===== src/rtl/snake_dir_ctrl.sv =====
// Snake direction controller: synchronise + debounce active-low buttons, filter reversals, commit on move_tick.
// Latency: raw button change -> pending_valid after DEBOUNCE_CYCLES+3 edges; pending -> move_direction on the move_tick edge.
// Backpressure: none; one pending slot, a newer accepted request overwrites it, uncommitted requests wait for move_tick.
//
// Ports:
//   clk            system clock, all state on rising edge
//   reset          asynchronous active-low reset
//   btn_n[3:0]     raw active-low buttons (bit0 left, bit1 up, bit2 right, bit3 down)
//   move_tick      one-cycle game-step strobe
//   move_direction committed direction (0 left, 1 up, 2 right, 3 down)
//   pending_dir    direction waiting for the next move_tick
//   pending_valid  pending_dir holds an accepted, uncommitted request
//   dir_changed    one-cycle pulse, move_direction updated on this edge
module snake_dir_ctrl #(
    parameter int         DEBOUNCE_CYCLES = 16,
    parameter logic [1:0] RESET_DIR       = 2'd2,
    parameter bit         ALLOW_REVERSE   = 1'b0
) (
    input  logic       clk,
    input  logic       reset,
    input  logic [3:0] btn_n,
    input  logic       move_tick,
    output logic [1:0] move_direction,
    output logic [1:0] pending_dir,
    output logic       pending_valid,
    output logic       dir_changed
);

    localparam int            CW       = $clog2(DEBOUNCE_CYCLES) + 1;
    localparam logic [CW-1:0] CNT_LAST = CW'(DEBOUNCE_CYCLES - 1);

    // Synchroniser and debounce state (1 = released)
    logic [3:0]          sync1_q;
    logic [3:0]          sync2_q;
    logic [3:0]          stable_q;
    logic [3:0]          stable_d;
    logic [3:0]          stable_prev_q;
    logic [3:0][CW-1:0]  cnt_q;
    logic [3:0][CW-1:0]  cnt_d;

    // Direction state
    logic [1:0] move_dir_q;
    logic [1:0] move_dir_d;
    logic [1:0] pend_dir_q;
    logic [1:0] pend_dir_d;
    logic       pend_vld_q;
    logic       pend_vld_d;
    logic       dir_chg_q;
    logic       dir_chg_d;

    // Request decode
    logic [3:0] press;
    logic       req_vld;
    logic [1:0] req_dir;
    logic [1:0] ref_dir;
    logic       req_is_rev;
    logic       req_accept;

    // Debounce: the stable level flips only after DEBOUNCE_CYCLES consecutive
    // synchronised samples that disagree with it; any agreeing sample restarts the count.
    always_comb begin
        stable_d = stable_q;
        cnt_d    = '0;
        for (int i = 0; i < 4; i++) begin
            if (sync2_q[i] != stable_q[i]) begin
                if (cnt_q[i] == CNT_LAST) begin
                    stable_d[i] = sync2_q[i];
                end else begin
                    cnt_d[i] = cnt_q[i] + 1'b1;
                end
            end
        end
    end

    // Press event = debounced level went released -> pressed on the previous edge.
    // Releases and long holds generate nothing.
    assign press = stable_prev_q & ~stable_q;

    // Lowest bit index wins; scanning downward lets the lowest set bit write last.
    always_comb begin
        req_vld = 1'b0;
        req_dir = 2'd0;
        for (int i = 3; i >= 0; i--) begin
            if (press[i]) begin
                req_vld = 1'b1;
                req_dir = 2'(i);
            end
        end
    end

    // Requests are judged against the direction the snake will be heading next:
    // the pending one if present, otherwise the committed one. Directions are
    // encoded so the opposite is the value with bit 1 flipped.
    assign ref_dir    = pend_vld_q ? pend_dir_q : move_dir_q;
    assign req_is_rev = (req_dir == (ref_dir ^ 2'd2));
    assign req_accept = req_vld && (req_dir != ref_dir) && (ALLOW_REVERSE || !req_is_rev);

    // Commit happens first, then an accepted request refills the pending slot,
    // so a press coinciding with move_tick survives as the new pending request.
    always_comb begin
        move_dir_d = move_dir_q;
        pend_dir_d = pend_dir_q;
        pend_vld_d = pend_vld_q;
        dir_chg_d  = 1'b0;
        if (move_tick && pend_vld_q) begin
            move_dir_d = pend_dir_q;
            pend_vld_d = 1'b0;
            dir_chg_d  = 1'b1;
        end
        if (req_accept) begin
            pend_dir_d = req_dir;
            pend_vld_d = 1'b1;
        end
    end

    always_ff @(posedge clk or negedge reset) begin
        if (!reset) begin
            sync1_q       <= 4'hF;
            sync2_q       <= 4'hF;
            stable_q      <= 4'hF;
            stable_prev_q <= 4'hF;
            cnt_q         <= '0;
            move_dir_q    <= RESET_DIR;
            pend_dir_q    <= RESET_DIR;
            pend_vld_q    <= 1'b0;
            dir_chg_q     <= 1'b0;
        end else begin
            sync1_q       <= btn_n;
            sync2_q       <= sync1_q;
            stable_q      <= stable_d;
            stable_prev_q <= stable_q;
            cnt_q         <= cnt_d;
            move_dir_q    <= move_dir_d;
            pend_dir_q    <= pend_dir_d;
            pend_vld_q    <= pend_vld_d;
            dir_chg_q     <= dir_chg_d;
        end
    end

    assign move_direction = move_dir_q;
    assign pending_dir    = pend_dir_q;
    assign pending_valid  = pend_vld_q;
    assign dir_changed    = dir_chg_q;

endmodule


===== config.mk =====
export PLATFORM = sky130hd
export DESIGN_NAME = snake_dir_ctrl
export DESIGN_NICKNAME = d
export VERILOG_FILES = /design/src/rtl/snake_dir_ctrl.sv
export SDC_FILE = /design/constraint.sdc
export NUM_CORES = 1
export LEC_CHECK = 0
export ABC_AREA = 1
export CORE_MARGIN = 10
export CORE_UTILIZATION = 40
export DETAILED_ROUTE_END_ITERATION = 10
export HOLD_SLACK_MARGIN = 0.05
export PLACE_DENSITY = 0.63
export SLEW_MARGIN = 20
export SYNTH_ARGS = -nofsm -noshare
export SYNTH_HDL_FRONTEND = slang
export SYNTH_SLANG_ARGS = --single-unit

===== constraint.sdc =====
create_clock -name clk -period 1.2 [get_ports clk]
set_input_delay 0.36 -clock clk [delete_from_list [all_inputs] [get_ports clk]]
set_output_delay 0.36 -clock clk [all_outputs]
set_load 0.005 [all_outputs]

# Word level (Yosys, flattened, before mapping)
# Index checks and enable logic that the tools add are counted.
[totals]
word_cells = 61
latchBits = 0
n_memories = 0
reg_bits = 42
input_bits = 7
mem_bits_rw = 0
mem_bits_ro = 0
output_inout_bits = 6
[op_classes]
n_bitwise = 3
add_sub_neg = 4
muxes = 20
reduce_logical = 9
n_shift = 0
n_eq_ne = 10
n_mul = 0
div = 0
magnitude_cmp = 0
[ops]
columns = ["op", "n"]
rows = [
  ["2-to-1 mux 5 bit", 8],
  ["adder 5 x 1 -> 5 bit, second input constant", 4],
  ["equality test 5 x 4 -> 1 bit, second input constant", 4],
  ["2-to-1 mux 2 bit", 5],
  ["AND reduction 2 bit", 4],
  ["2-to-1 mux 1 bit", 7],
  ["bitwise AND 4 bit", 1],
  ["inequality test 1 bit", 4],
  ["NOT 4 bit", 1],
  ["logical AND 1 bit", 3],
  ["equality test 2 bit", 1],
  ["inequality test 2 bit", 1],
  ["nonzero test 2 bit", 1],
  ["logical NOT 1 bit", 1],
  ["NOT 1 bit", 1],
]

# Depth between registers and ports, before layout
[logic_depth]
word_depth = 10
depth_mapped = 9
mapped_depth_nobuf = 9

# Worst setup path after synthesis
# OpenSTA, ideal clock, no wires.
[synth_timing]
path_type = "flip-flop to flip-flop"
from = "register stable_q[1]"
to = "register pend_vld_q (netlist: pending_valid)"
setup_ns = 0.122
arrival_time_ns = 1.062
stages_incl_launch_ff = 7
required_time_ns = 1.078
slack_ns = 0.016
synth_period_minus_slack_ns = 1.184
path_buffers = 0
path_cell_list = "dfstp_2 > inv_1 > nand2_2 > nand2_2 > or2_4 > nand3_2 > o21ai_1"
[synth_via]
elab_chain_cells = 8
elab_cells_between_ends = 13
classes_between = "eq/ne (2); mux (5); bitwise (2); reduce/logical (4)"
[synth_lines]
columns = ["element", "line", "rtl"]
rows = [
  ["start: declaration", "35", "logic [3:0] stable_q;"],
  ["start signal: assignment", "130", "stable_q <= stable_d;"],
  ["NOT 4 bit *", "77", "assign press = stable_prev_q & ~stable_q;"],
  ["bitwise AND 4 bit *", "77", ""],
  ["2-to-1 mux 2 bit (2 in series)", "84", "if (press[i]) begin"],
  ["inequality test 2 bit / equality test 2 bit (equally long branches)", "96, 95", ""],
  ["logical AND 1 bit / logical NOT 1 bit (equally long branches)", "96", "assign req_accept = req_vld && (req_dir != ref_dir) && (ALLOW_REVERSE || !req_is_rev);"],
  ["logical AND 1 bit *", "96", ""],
  ["2-to-1 mux 1 bit / nonzero test 2 bit (equally long branches)", "-", ""],
  ["end signal: assignment", "135", "pend_vld_q <= pend_vld_d;"],
  ["end: declaration", "46", "logic pend_vld_q;"],
]
# Mark *: on every way between the ends. The rest lies on a longest branch, timed or not.
# A chain may end at the register's enable or synchronous reset.

# Final worst setup path
[layout_timing]
from = "register pend_dir_q[1] (netlist: pending_dir[1])"
to = "output port pending_dir[1]"
[layout_rtl]
columns = ["element", "line", "rtl"]
rows = [
  ["start: declaration", "44", "logic [1:0] pend_dir_q;"],
  ["start signal: assignment", "134", "pend_dir_q <= pend_dir_d;"],
  ["end: declaration", "24", "output logic [1:0] pending_dir,"],
]
# No word-level cell between the ends.

==> run_results.csv <==
group,metric,value,unit
run_status,outcome,"complete, but fails checks",
run_status,violations,"setup timing",
worst_setup_path,cpMaxStageDelayCell,"dfstp_2",
power,ir_drop,0.762,mV
logic_synthesis,synth-seq-cells,42,
drt,ant_nets,0,
logic_synthesis,syn_area_per_cell,10.7,um^2
worst_setup_path,crit_fanout,2,
logic_synthesis,synth_fp_nets,163,
global_route,grt_pass1_vias,1170,
worst_setup_path,r2r_cells,9,
worst_setup_path,crit_chain,"buf_6",
worst_setup_path,rr_startpoint,"stable_prev_q[3]",
cts,clkLatencyLatePin,0.29,ns
floorplan,die_h,83.9,um
cts,clock_path_buffers,2,
worst_setup_path,critPathArrivalTime,0.93,ns
floorplan,row_count,23,
global_route,grt_max_degree,19,
worst_setup_path,endpoint_kind,"primary output",
sta,slew_viol_final,0,
logic_synthesis,async_reset_ff_share,100,%
worst_setup_path,cp_top_family,"flip-flops",
sta,fin_skew,0.00739,ns
worst_setup_path,crit_path_start_kind,"flop",
floorplan,coreArea,3970,um^2
placed_design,gp_congestion,0.755,
cts,cts-root-buf,"clkbuf_8",
logic_synthesis,synth_cell_type_count,20,
flow_run,max_cap_viol_count,0,
logic_synthesis,ys_warn_count,0,
worst_setup_path,ff2ff_setup_slack,-0.02,ns
power,p_leak,1.00,nW
sta,fmax,777,MHz
power,power.total,2.51,mW
layout,fin_cells,239,
cts,cts_tree,"built",
drt,wl_per_cell,11.9,um
logic_synthesis,synth.most_common_cell,"nand2_1",
sta,worst_hold_slack,0.357,ns
drt,vias,1103,
cts,htreeDepth,2,
logic_synthesis,synth_area,1630,um^2
global_route,grtUsageTotal,8.64,%
logic_synthesis,ys.flop_type,"dfrtp_1",
floorplan,die_width,83.9,um
logic_synthesis,ys_seq_area_share,65.8,%
drt,via_per_inst,4.62,
cts,clkTransAtPathRegs,0.08,ns
layout,design_area,2120,um^2
worst_setup_path,required,0.84,ns
layout,antennaDiodeCount,0,
layout,area_growth,30.1,%
drt,drc,0,
placed_design,placement.io_buffers,12,
logic_synthesis,synth_area_leaders,"dfrtp_1 (37%), dfstp_2 (29%), nand2_1 (6.4%), nor2_1 (3.7%), inv_1 (3.2%)",
sta,finalWorstSetupSlack,-0.0876,ns
power,powerDensity,1180,nW/um^2
floorplan,initial_core_util,41.1,%
worst_setup_path,critPathMaxStageDelay,0.54,ns
layout,fillers,356,
layout,nets,199,
worst_hold_path,min_path_cells,0,
logic_synthesis,syn_inst,152,
floorplan,io_pins,13,
drt,routed_wirelength,2840,um
logic_synthesis,yosysTopAreaCellShare,36.8,%
placed_design,place_inst,225,
global_route,grt_pass1_wl,4950,um
sta,tns,-0.192,ns
sta,max_slew.worst_pin.slew,0.321,ns
cts,clock-sinks,42,
logic_synthesis,netlist.top_cell.by_area,"dfrtp_1",
logic_synthesis,synth_enable_flop_cells,0,
worst_setup_path,criticalPathCategory,"reg -> out",
global_route,grt_overflow,0,
floorplan,dieArea,7030,um^2
layout,drive_above_1_share,44.4,%
worst_setup_path,r2r_end,"pending_dir[0]",
sta,rsz0062_at_grt,"yes",
layout,finish.utilization,53.4,%
sta,setup_viol,3,
placed_design,place_hpwl,2050,um
drt,drt-initial-drc-count,35,
worst_setup_path,crit_buf_inv,1,
drt,first_pass_iters,4,
worst_hold_path,min_to,"sync2_q[2]",
sta,slew_headroom,78.6,%
global_route,antenna_found_initial,0,
worst_hold_path,min_path_type,"reg -> reg",
sta,post-route-period-util,107,%
sta,hold_violations,0,
sta,post-route-min-period,1.29,ns
placed_design,post_dp_cell_area,1920,um^2
worst_hold_path,min_from,"sync1_q[2]",
logic_synthesis,ys_top_cells_by_count,"nand2_1 (28), dfrtp_1 (24), dfstp_2 (18)",
cts,cts_buffers,5,
placed_design,dpl_worst_slack,-0.181,ns
==> report_power, final <==
group          switching [mW]  leakage [nW]  total, mW  internal [mW]
clock network           0.443        0.0450      0.845          0.403
registers              0.0349         0.512       1.51           1.47
logic                  0.0777         0.445      0.157         0.0794
==> layout make-up <==
class,instances,area (um^2),area share (%)
Clock buffer,6,72.6,3.42
Clock inverter,2,10.0,0.472
Inverter,18,67.6,3.18
Multi-Input combinational cell,92,583,27.5
Sequential cell,42,1070,50.6
Tap cell,50,62.6,2.95
Timing Repair Buffer,29,253,11.9
==> cells by family (layout without fill, tap and decap cells) <==
logic type	Yosys count	in the layout	synth area share, %
xor gates and xnor gates	8	8	4.29
buffers and inverters	18	55	4.14
AOI/OAI and AO/OA	15	15	4.60
DFF	42	42	65.8
and+or+nand+nor	65	65	18.1
adders and majority gates	4	4	3.07
==> cell usage in the layout, fill, tap and decap left out, types with 6 or more instances in the layout <==
| master | count |
|---|---|
| dfrtp_1 | 24 |
| nand2_1 | 20 |
| dfstp_2 | 18 |
| nor2_1 | 15 |
| buf_4 | 14 |
| inv_1 | 10 |
| nand2_2 | 9 |
| inv_2 | 8 |
| nand3_1 | 6 |
| a21oi_1 | 6 |
==> flip-flops by register name, summed over array words and instances (netlist names) <==
signal and flops:
stable_prev_q 4, sync2_q 4, stable_q 4, cnt_q 20, dir_changed 1, move_direction 2, pending_dir 2, sync1_q 4
pending_valid 1
==> timing repair <==
action,CTS,global route
setup buffers,1,4
setup endpoints to repair,10,27
resized for setup,34,21
pin swaps,3,3
hold endpoints to repair,2,0
hold buffers,1,0
==> per-layer routing <==
layer	part of all wire, %	wire (um)	global-route usage [%]	vias up
met3	4.8	135	2.93	5
met1	39	1110	9.01	527
met4	1.9	54	5.94	0
met5	0	0	0	-
li1	-	-	-	553
met2	54	1540	14.3	18
==> worst max path at each step <==
| stage | from | endpoint | slack [ns] | depth (start not counted) |
|---|---|---|---|---|
| final | pending_dir[1] | pending_dir[1] | -0.09 | 1 |
| after global routing | pending_dir[1] | pending_dir[1] | -0.12 | 1 |
| after CTS | pending_dir[1] | pending_dir[1] | -0.11 | 1 |
| after detailed placement | pending_dir[1] | pending_dir[1] | -0.18 | 1 |
| after global placement | move_direction[1] | move_direction[1] | -0.16 | 1 |
| after floorplan | stable_q[1] | pending_valid | 0.02 | 6 |
Note: power is estimated with default switching activity, not from simulation.
